### src/rtl/sram_ctrl.sv
// sram_ctrl: bus-side initiator for the sim_ram SRAM model.
//
// Accepts read/write commands on a valid/ready channel, drives the SRAM pins
// combinationally from an accepted legal command, captures ram_dout one cycle
// later and queues the response in a 2-entry FIFO whose head register drives
// the response channel. Credit-based cmd_ready guarantees a free FIFO slot for
// every in-flight command, so read data is never dropped under backpressure.
//
// Optional feature macro: SRAM_CTRL_ADDR_CHK_EN
//   defined   : out-of-range word index, or a misaligned full-mask write, is
//               rejected (no SRAM access, rsp_err = 1, rsp_rdata = 0).
//   undefined : word index wraps to log2(DP) bits, every command is legal,
//               rsp_err is always 0.
//
// Ports:
//   clk, rst_n                      clock, asynchronous active-low reset
//   cmd_valid/cmd_ready             command handshake
//   cmd_read, cmd_addr              1 = read / 0 = write, byte address
//   cmd_wdata, cmd_wmask            write data and byte enables
//   rsp_valid/rsp_ready             response handshake
//   rsp_rdata, rsp_err              read data (0 for writes/errors), error flag
//   ram_addr, ram_din, ram_we,      SRAM word address, write data, write
//   ram_wem, ram_dout               enable, write mask, read data
module sram_ctrl #(
    parameter int DP = 512,
    parameter int DW = 32,
    parameter int MW = 4,
    parameter int AW = 32
) (
    input  logic          clk,
    input  logic          rst_n,
    input  logic          cmd_valid,
    output logic          cmd_ready,
    input  logic          cmd_read,
    input  logic [AW-1:0] cmd_addr,
    input  logic [DW-1:0] cmd_wdata,
    input  logic [MW-1:0] cmd_wmask,
    output logic          rsp_valid,
    input  logic          rsp_ready,
    output logic [DW-1:0] rsp_rdata,
    output logic          rsp_err,
    output logic [AW-1:0] ram_addr,
    output logic [DW-1:0] ram_din,
    output logic          ram_we,
    output logic [MW-1:0] ram_wem,
    input  logic [DW-1:0] ram_dout
);

    localparam int OW = $clog2(MW);
    localparam int IW = $clog2(DP);

    logic [AW-1:0] word_idx;
    logic [AW-1:0] ram_idx;
    logic          legal;
    logic          accept;
    logic          acc_legal;

    logic [AW-1:0] last_rd_addr;
    logic          pend;
    logic          pend_read;
    logic          pend_err;

    logic [1:0]    cnt;
    logic [DW-1:0] ent1_data;
    logic          ent1_err;
    logic          push;
    logic          pop;
    logic [DW-1:0] push_data;
    logic [2:0]    credit;

    assign word_idx = cmd_addr >> OW;

`ifdef SRAM_CTRL_ADDR_CHK_EN
    assign legal   = (word_idx < AW'(DP)) &&
                     !(!cmd_read && (&cmd_wmask) && (cmd_addr[OW-1:0] != '0));
    assign ram_idx = word_idx;
`else
    logic addr_unused;
    assign legal       = 1'b1;
    assign ram_idx     = AW'(word_idx[IW-1:0]);
    assign addr_unused = ^{word_idx[AW-1:IW], cmd_addr[OW-1:0]};
`endif

    // Outstanding = queued + in flight, minus the entry leaving this cycle.
    assign pop       = rsp_valid & rsp_ready;
    assign push      = pend;
    assign credit    = {1'b0, cnt} + 3'(pend) - 3'(pop);
    assign cmd_ready = (credit < 3'd2);

    assign accept    = cmd_valid & cmd_ready;
    assign acc_legal = accept & legal;

    // When idle the SRAM still latches ram_addr, so park it on the last read
    // address to keep ram_dout stable.
    always_comb begin
        ram_addr = last_rd_addr;
        ram_din  = '0;
        ram_we   = 1'b0;
        ram_wem  = '0;
        if (acc_legal) begin
            ram_addr = ram_idx;
            ram_din  = cmd_wdata;
            ram_we   = ~cmd_read;
            ram_wem  = cmd_wmask;
        end
    end

    assign push_data = (pend_read && !pend_err) ? ram_dout : '0;
    assign rsp_valid = (cnt != 2'd0);

    always_ff @(posedge clk or negedge rst_n) begin
        if (!rst_n) begin
            last_rd_addr <= '0;
            pend         <= 1'b0;
            pend_read    <= 1'b0;
            pend_err     <= 1'b0;
        end else begin
            pend      <= accept;
            pend_read <= cmd_read;
            pend_err  <= ~legal;
            if (acc_legal && cmd_read) begin
                last_rd_addr <= ram_idx;
            end
        end
    end

    // Shift-register FIFO: rsp_rdata/rsp_err are the head entry itself.
    always_ff @(posedge clk or negedge rst_n) begin
        if (!rst_n) begin
            cnt       <= 2'd0;
            rsp_rdata <= '0;
            rsp_err   <= 1'b0;
            ent1_data <= '0;
            ent1_err  <= 1'b0;
        end else begin
            cnt <= cnt + 2'(push) - 2'(pop);
            if (pop) begin
                if (cnt == 2'd2) begin
                    rsp_rdata <= ent1_data;
                    rsp_err   <= ent1_err;
                end else if (push) begin
                    rsp_rdata <= push_data;
                    rsp_err   <= pend_err;
                end
            end else if (push) begin
                if (cnt == 2'd0) begin
                    rsp_rdata <= push_data;
                    rsp_err   <= pend_err;
                end else begin
                    ent1_data <= push_data;
                    ent1_err  <= pend_err;
                end
            end
        end
    end

endmodule

### config.mk
export PLATFORM = sky130hd
export DESIGN_NAME = sram_ctrl
export DESIGN_NICKNAME = d
export VERILOG_FILES = /design/src/rtl/sram_ctrl.sv
export SDC_FILE = /design/constraint.sdc
export NUM_CORES = 1
export LEC_CHECK = 0
export CELL_PAD_IN_SITES_DETAIL_PLACEMENT = 1
export CELL_PAD_IN_SITES_GLOBAL_PLACEMENT = 2
export CORE_UTILIZATION = 27
export DETAILED_ROUTE_END_ITERATION = 16
export PLACE_DENSITY_LB_ADDON = 0.25
export SKIP_CTS_REPAIR_TIMING = 1
export SLEW_MARGIN = 5
export SYNTH_ARGS = -nofsm -noshare
export SYNTH_HDL_FRONTEND = slang
export SYNTH_SLANG_ARGS = --single-unit
### constraint.sdc
create_clock -name clk -period 4.8 [get_ports clk]
set_clock_uncertainty 0.1 [all_clocks]
set_input_delay 0.96 -clock clk [delete_from_list [all_inputs] [get_ports clk]]
set_output_delay 0.96 -clock clk [all_outputs]
set_load 0.01 [all_outputs]
==> results of run 1 <==
[routing by layer]
| metal | up-vias | GRT usage | wire length, um |
|---|---|---|---|
| li1 | 1360 | - | - |
| met5 | - | 0 | 0 |
| met3 | 13 | 0.0461 | 826 |
| met2 | 112 | 0.225 | 5190 |
| met4 | 0 | 0.0609 | 187 |
| met1 | 1463 | 0.172 | 4630 |
[kinds of logic after synthesis]
| family | share of synthesized area |
|---|---|
| multiplexers | 0.332 |
| flip-flops | 0.455 |
| AND/OR/NAND/NOR | 0.118 |
| buffers and inverters | 0.0818 |
| adder cells (fa/ha/maj) | 0.00767 |
| AO/OA/AOI/OAI | 0.00325 |
| other | 0.000885 |
| XOR/XNOR | 0.00207 |
[state kept, by name, indices dropped and copies added, names as in the netlist]
| name | count |
|---|---|
| ent1_data | 32 |
| rsp_rdata | 32 |
| last_rd_addr | 9 |
| cnt | 2 |
| pend | 1 |
| pend_read | 1 |
[path summary, 6_finish.rpt]
path / end / depth (start not counted)
setup / recovery: ram_addr[6] / 9
hold / removal: last_rd_addr[6] / 1
setup reg to reg: last_rd_addr[4] / 10
hold reg to reg: last_rd_addr[6] / 1
max in group asynchronous: rsp_rdata[28] / 1
min in group asynchronous: ent1_data[9] / 1
[stage by stage]
step	cells	setup WS, ns	area, um^2	hold WS, ns
after floorplan	343	0.890	4330	0.375
after detailed placement	684	0.0429	5960	0.392
final	702	0.437	6250	0.403
after global placement	684	0.0758	5960	0.386
after CTS	699	0.0393	6220	0.408
after global routing	701	0.277	6250	0.420
[power by group through the flow]
| stage | clock (mW) | sequential (mW) | combinational (mW) |
|---|---|---|---|
| 4_1_cts | 0.641 | 1.10 | 1.77 |
| 2_1_floorplan | 0 | 1.12 | 0.966 |
| 5_1_grt | 0.670 | 1.14 | 1.92 |
| 3_5_place_dp | 0 | 1.11 | 1.76 |
| 6_report | 0.618 | 1.10 | 1.77 |
| 3_3_place_gp | 0 | 1.09 | 1.74 |
[Yosys cell counts]
cell / instances / area (um^2)
sky130_fd_sc_hd__mux2_2: 84 / 946
sky130_fd_sc_hd__dfrtp_1: 77 / 1930
sky130_fd_sc_hd__and2_1: 69 / 432
sky130_fd_sc_hd__mux2_4: 30 / 450
sky130_fd_sc_hd__buf_4: 27 / 203
sky130_fd_sc_hd__buf_2: 5 / 25.0
sky130_fd_sc_hd__inv_1: 4 / 15.0
sky130_fd_sc_hd__buf_12: 3 / 60.1
sky130_fd_sc_hd__clkbuf_1: 3 / 11.3
sky130_fd_sc_hd__buf_6: 2 / 22.5
sky130_fd_sc_hd__clkbuf_2: 2 / 10.0
sky130_fd_sc_hd__and3_4: 1 / 11.3
sky130_fd_sc_hd__and3b_1: 1 / 8.76
sky130_fd_sc_hd__conb_1: 1 / 3.75
sky130_fd_sc_hd__fa_1: 1 / 20.0
sky130_fd_sc_hd__ha_1: 1 / 12.5
sky130_fd_sc_hd__mux2i_1: 1 / 10.0
sky130_fd_sc_hd__nand2_1: 1 / 3.75
sky130_fd_sc_hd__nand3b_4: 1 / 20.0
sky130_fd_sc_hd__nand4_2: 1 / 12.5
sky130_fd_sc_hd__nor2b_1: 1 / 6.26
sky130_fd_sc_hd__o21ai_0: 1 / 5.00
sky130_fd_sc_hd__o21ai_2: 1 / 8.76
sky130_fd_sc_hd__or2_1: 1 / 6.26
sky130_fd_sc_hd__xnor2_1: 1 / 8.76
[cell type report]
class	instances	area (um^2)
Timing Repair Buffer	173	1700
Sequential cell	77	1930
Inverter	4	15.0
Clock inverter	2	10.0
Tap cell	211	264
Fill cell	1660	9010
Multi-Input combinational cell	221	2080
Antenna cell	1	2.50
Clock buffer	13	250
==> run summary, run 1 <==
The run finished with clean final reports. The total negative slack for setup checks came out at 0 ns. The overall track demand over capacity in global routing came out at 0.140. The chip height is 127 um.

The final estimated routing congestion in global placement is around 0.67. The buffer depth of the longest clock path is 2. The wire length per cell came out at 15.4 um. Of the total power, combinational logic draws 0.507.

The max-slew violation count came out at 0. The H-tree was split into 3 levels. STA classifies the critical path startpoint as an input port. The core utilization of the finished layout came out at 0.410. The internal power consumption is 2.42 mW. The stage delay of the slowest cell on the critical path came out at 0.51 ns. The sum of internal, switching and leakage power came out at 3.49 mW.

The number of warning messages in the yosys log came out at 0. The period utilization came out at 0.909. The number of input and output port buffers inserted is 161. The tightest min-delay check is of the flop to flop type.

The remaining global-route overflow is 0. The area of the core region came out at 15,300 um^2. The number of sinks on the clock net is 77. Once detailed placement completed, the half-perimeter wirelength came to 7390 um. In the final design database the tool counted 593 nets.

The number of register bits inferred by synthesis came out at 77. The cell row count came out at 45. The detailed router's first-iteration violation count is 77. The root buffer cell chosen for the clock tree is sky130_fd_sc_hd__clkbuf_16. Derived from the worst setup path, the maximum achievable clock frequency is approximately 230 MHz. Data on the critical path arrives at its endpoint at 3.30 ns. The die outline area came out at 16,200 um^2.

The first-pass GRT wire length came out at around 17,000 um. The width of the die came out at 127 um. The synthesized netlist occupies a cell area of about 4200 um^2.

The number of buffers added by the clock tree synthesis step came out at 9. The analysis attributes to net switching a power of approximately 1.1 mW. The slew of the pin with the lowest slew margin came out at 1.04 ns. For this run, the register share of the synthesized area comes to 0.455.

The net switching fraction of the power is 0.307. The initial antenna violation count was 1. The count of nets left with antenna violations once routing finished came out at 0. The later-pin clock latency in the skew report is 0.34 ns. Walking the worst path, the cells encountered are dlymetal6s2s_1 -> o21ai_0 -> ha_1 -> inv_1 -> fa_1 -> xnor2_2 -> and3_2 -> mux2_2 -> clkdlybuf4s50_1. The share of total power dissipated in sequential elements is 0.316.

TritonCTS built the clock tree. The ratio of routed vias to standard cells came out at 4.20. The total power density per cell area came out at 558 nW/um^2.

STA puts the critical path data required time at 3.74 ns. The final hold violation count is 0. Subtracting the final worst setup slack from the clock period gives about 4.4 ns. Of all nets on the critical path, the largest fanout is 6. The effective utilization at floorplan came out at 0.278. Counting both buffers and inverters, the worst setup path holds a total of 3. The kind of cell adding the most delay to the critical path is buffers and inverters. The synthesis-to-finish area growth is 47.4%.

The library cell used most frequently in the layout, excluding fill and tap cells, is sky130_fd_sc_hd__clkdlybuf4s50_1. The largest individual stage delay along the critical path comes from the cell sky130_fd_sc_hd__clkdlybuf4s50_1. The final wirelength is between 10,000 and 15,000 um. The number of global-route vias before repair came out at roughly 3.2k. The hold path startpoint is last_rd_addr[6]. The origin of the worst setup path is rsp_ready. The worst register-to-register path has a setup slack of between 2 and 2.5 ns.

The worst register-to-register path begins at cnt[1]. The worst-case headroom to the max-slew limit is 0.305. Setup repair after global routing left no endpoint under its margin. The peak supply drop came out at 0.000181 V. The first detailed-routing pass ran for 4 iterations. The kind of end point of the critical path is an output pin. The count of cell types in the netlist is 25. The number of instances in the synthesized netlist came out at 320. The clock slew seen by the registers of the worst setup and hold paths is about 0.060 ns. The share of total power dissipated in the clock network is 0.177. In the final layout, the share of cells above drive strength 1 is 0.298. The routed layout has 2,948 vias. The tool flagged a number of max-cap violations equal to 0.

In the routed design, unresolved DRC markers number 0. Setup violations remaining at the end of the flow were counted as 0. The total leakage power is 2.77 nW. In the layout the commonest cells are sky130_fd_sc_hd__clkdlybuf4s50_1, sky130_fd_sc_hd__mux2_2, sky130_fd_sc_hd__dfrtp_1. Each instance of the synthesized netlist takes up on average 13.2 um^2. The largest net degree at the start of global routing came out at 78. The number of top-level pins came out at 209. The critical path is of the input port to output pin type.
Power figures use the tool's default switching activity.
==> run 2, diff against run 1 <==
CTS_BUF_LIST = sky130_fd_sc_hd__clkbuf_16   (was unset)
==> run summary, run 2 (synthesis results as in run 1) <==
The final estimated routing congestion in global placement came out at 0.666 (unchanged). The kind of end point of the critical path is an output pin (unchanged). Commonest non-fill, non-tap cells in the layout: sky130_fd_sc_hd__clkdlybuf4s50_1, sky130_fd_sc_hd__mux2_2, sky130_fd_sc_hd__dfrtp_1 (unchanged).

The stage delay of the slowest cell on the critical path is 0.51 ns (about the same). The count of nets left with antenna violations after detail routing was 0 (unchanged). The total via count in the routed design is 2,948 (unchanged). The minimum clock period after layout is 4.36 ns (unchanged).

The effective utilization at floorplan came to 0.278 (unchanged). The final wirelength is 10,800 um (about the same). The number of global-route vias before repair is 3,231 (unchanged). The number of H-tree levels came to 3 (unchanged). The slew of the pin with the lowest slew margin is 1.04 ns (about the same).

The number of sinks on the clock net came out at 77 (unchanged). The kind of launch point of the worst setup path was an input port (unchanged). The initial antenna violation count is 1 (unchanged). Crit-path cells: dlymetal6s2s_1 -> o21ai_0 -> ha_1 -> inv_1 -> fa_1 -> xnor2_2 -> and3_2 -> mux2_2 -> clkdlybuf4s50_1 (unchanged). RSZ-0062 raised after global routing: no (unchanged).

The sum of internal, switching and leakage power came out at 3.47 mW (was 3.49 mW). The minimum setup slack among reg-to-reg paths came out at 2.14 ns (about the same). The depth of the most critical reg-to-reg path is 10 (unchanged). The final layout net count came to 593 (unchanged). The end of the critical path is ram_addr[6] (unchanged). The proportion of layout cells with a drive suffix above 1 came out at 0.296 (was 0.298). The number of standard cells in the layout, taps in and fillers out came out at 702 (unchanged).

The overall track demand over capacity in global routing came out at 0.140 (unchanged). The remaining global-route overflow came to 0 (unchanged). The cell with the biggest individual delay on the critical path is sky130_fd_sc_hd__clkdlybuf4s50_1 (unchanged). The number of input and output port buffers inserted is 161 (unchanged). The endpoint required time on the critical path is 3.74 ns (about the same). The number of top-level pins came out at 209 (unchanged).

The reg-to-reg critical path startpoint is cnt[1] (unchanged). The post-placement cell count came out at 684 (unchanged). The highest fanout seen on the critical path is 6 (unchanged). The peak supply drop came to 0.000180 V (was 0.000181 V). The class of the tightest hold or removal check is flop to flop (unchanged). The number of buffers added by the clock tree synthesis step came out at 9 (unchanged). The later-pin clock latency in the skew report came to 0.34 ns (about the same). The synthesis-to-finish area growth is 47.2% (was 47.4%). The detailed router's first-iteration violation count is 77 (unchanged). The final critical-path setup slack is 0.437 ns (unchanged). The total leakage power is 2.77 nW (about the same). The count of cells along the worst hold path came to 1 (unchanged).

The area of the core region came out at 15,300 um^2 (unchanged). The origin of the worst setup path was rsp_ready (unchanged). The max-cap violation count came out at 0 (unchanged). The end of the worst register-to-register path is last_rd_addr[4] (unchanged). The max-slew violation count was 0 (unchanged). The first-pass GRT wire length came to 17,400 um (unchanged). The first-pass iteration count of the detailed router came out at 4 (unchanged). The worst slack at placement came out at 0.0429 ns (unchanged). The cell row count came out at 45 (unchanged). The area of all placed cells without fillers came out at 6240 um^2 (was 6250 um^2). The upper clock frequency limit is 229 MHz (unchanged). The classification of the worst setup path is input port to output pin (unchanged). The most frequent standard cell in the layout excluding fill and tap cells is sky130_fd_sc_hd__clkdlybuf4s50_1 (unchanged). The number of setup violations in the final report is 0 (unchanged). The wire length per cell was 15.4 um (about the same). The total power density per cell area is 555 nW/um^2 (was 558 nW/um^2). The total cell area at the placement stage came out at 5960 um^2 (unchanged). The HPWL reported at the end of detailed placement is 7390 um (unchanged). The largest net degree at the start of global routing came to 78 (unchanged). The width of the die was 127 um (unchanged). The buffer depth of the longest clock path came to 2 (unchanged). Outcome: finished clean (unchanged). The worst-case headroom to the max-slew limit came to 0.305 (about the same). The cell at the root of the clock tree is sky130_fd_sc_hd__clkbuf_16 (unchanged). The clock slew seen by the registers of the worst setup and hold paths is 0.06 ns (about the same). The ratio of routed vias to standard cells is 4.20 (unchanged). The die outline area is 16,200 um^2 (unchanged).

The worst hold slack across all endpoints was 0.403 ns (about the same). The core utilization of the finished layout came out at 0.409 (was 0.410). The period utilization is 0.909 (unchanged). The chip height is 127 um (unchanged). The final hold violation count is 0 (unchanged).

The remaining design rule violation count is 0 (unchanged). The clock tree from TritonCTS is yes (unchanged). The data arrival time of the critical path is 3.30 ns (about the same).

The total negative slack for setup checks came out at 0 ns (unchanged). Largest registers in the final layout: ent1_data (32), rsp_rdata (32), last_rd_addr (9) (unchanged).
-- run 2: power by group --
part	internal, mW	switching [mW]
Combinational	1.12	0.649
Clock	0.338	0.257
Sequential	0.938	0.163
Total	2.40	1.07
-- run 2: layout make-up --
cell class	instances	area, um^2
Sequential cell	77	1930
Antenna cell	1	2.50
Multi-Input combinational cell	221	2080
Timing Repair Buffer	173	1700
Clock inverter	6	25.0
Inverter	4	15.0
Tap cell	211	264
Fill cell	1661	9020
Clock buffer	9	225
-- run 2: worst min-delay path by stage --
stage,startpoint,end
final,last_rd_addr[6],last_rd_addr[6]
after global routing,ent1_data[6],ent1_data[6]
after CTS,last_rd_addr[8],last_rd_addr[8]
after detailed placement,ent1_data[24],ent1_data[24]
after global placement,last_rd_addr[2],last_rd_addr[2]
after floorplan,last_rd_addr[0],last_rd_addr[0]
-- run 2: layer usage --
layer	vias up	wire length, um	GRT usage
met3	13	825	0.0461
met4	0	187	0.0609
met1	1463	4630	0.172
li1	1360	-	-
met5	-	0	0
met2	112	5190	0.225
-- run 2: critical path, delay by kind of cell --
kind / cells / cell delay (ns)
buffers and inverters: 3 / 0.72
adder cells (fa/ha/maj): 2 / 0.56
multiplexers: 1 / 0.35
AND/OR/NAND/NOR: 1 / 0.32
XOR/XNOR: 1 / 0.21
AO/OA/AOI/OAI: 1 / 0.17
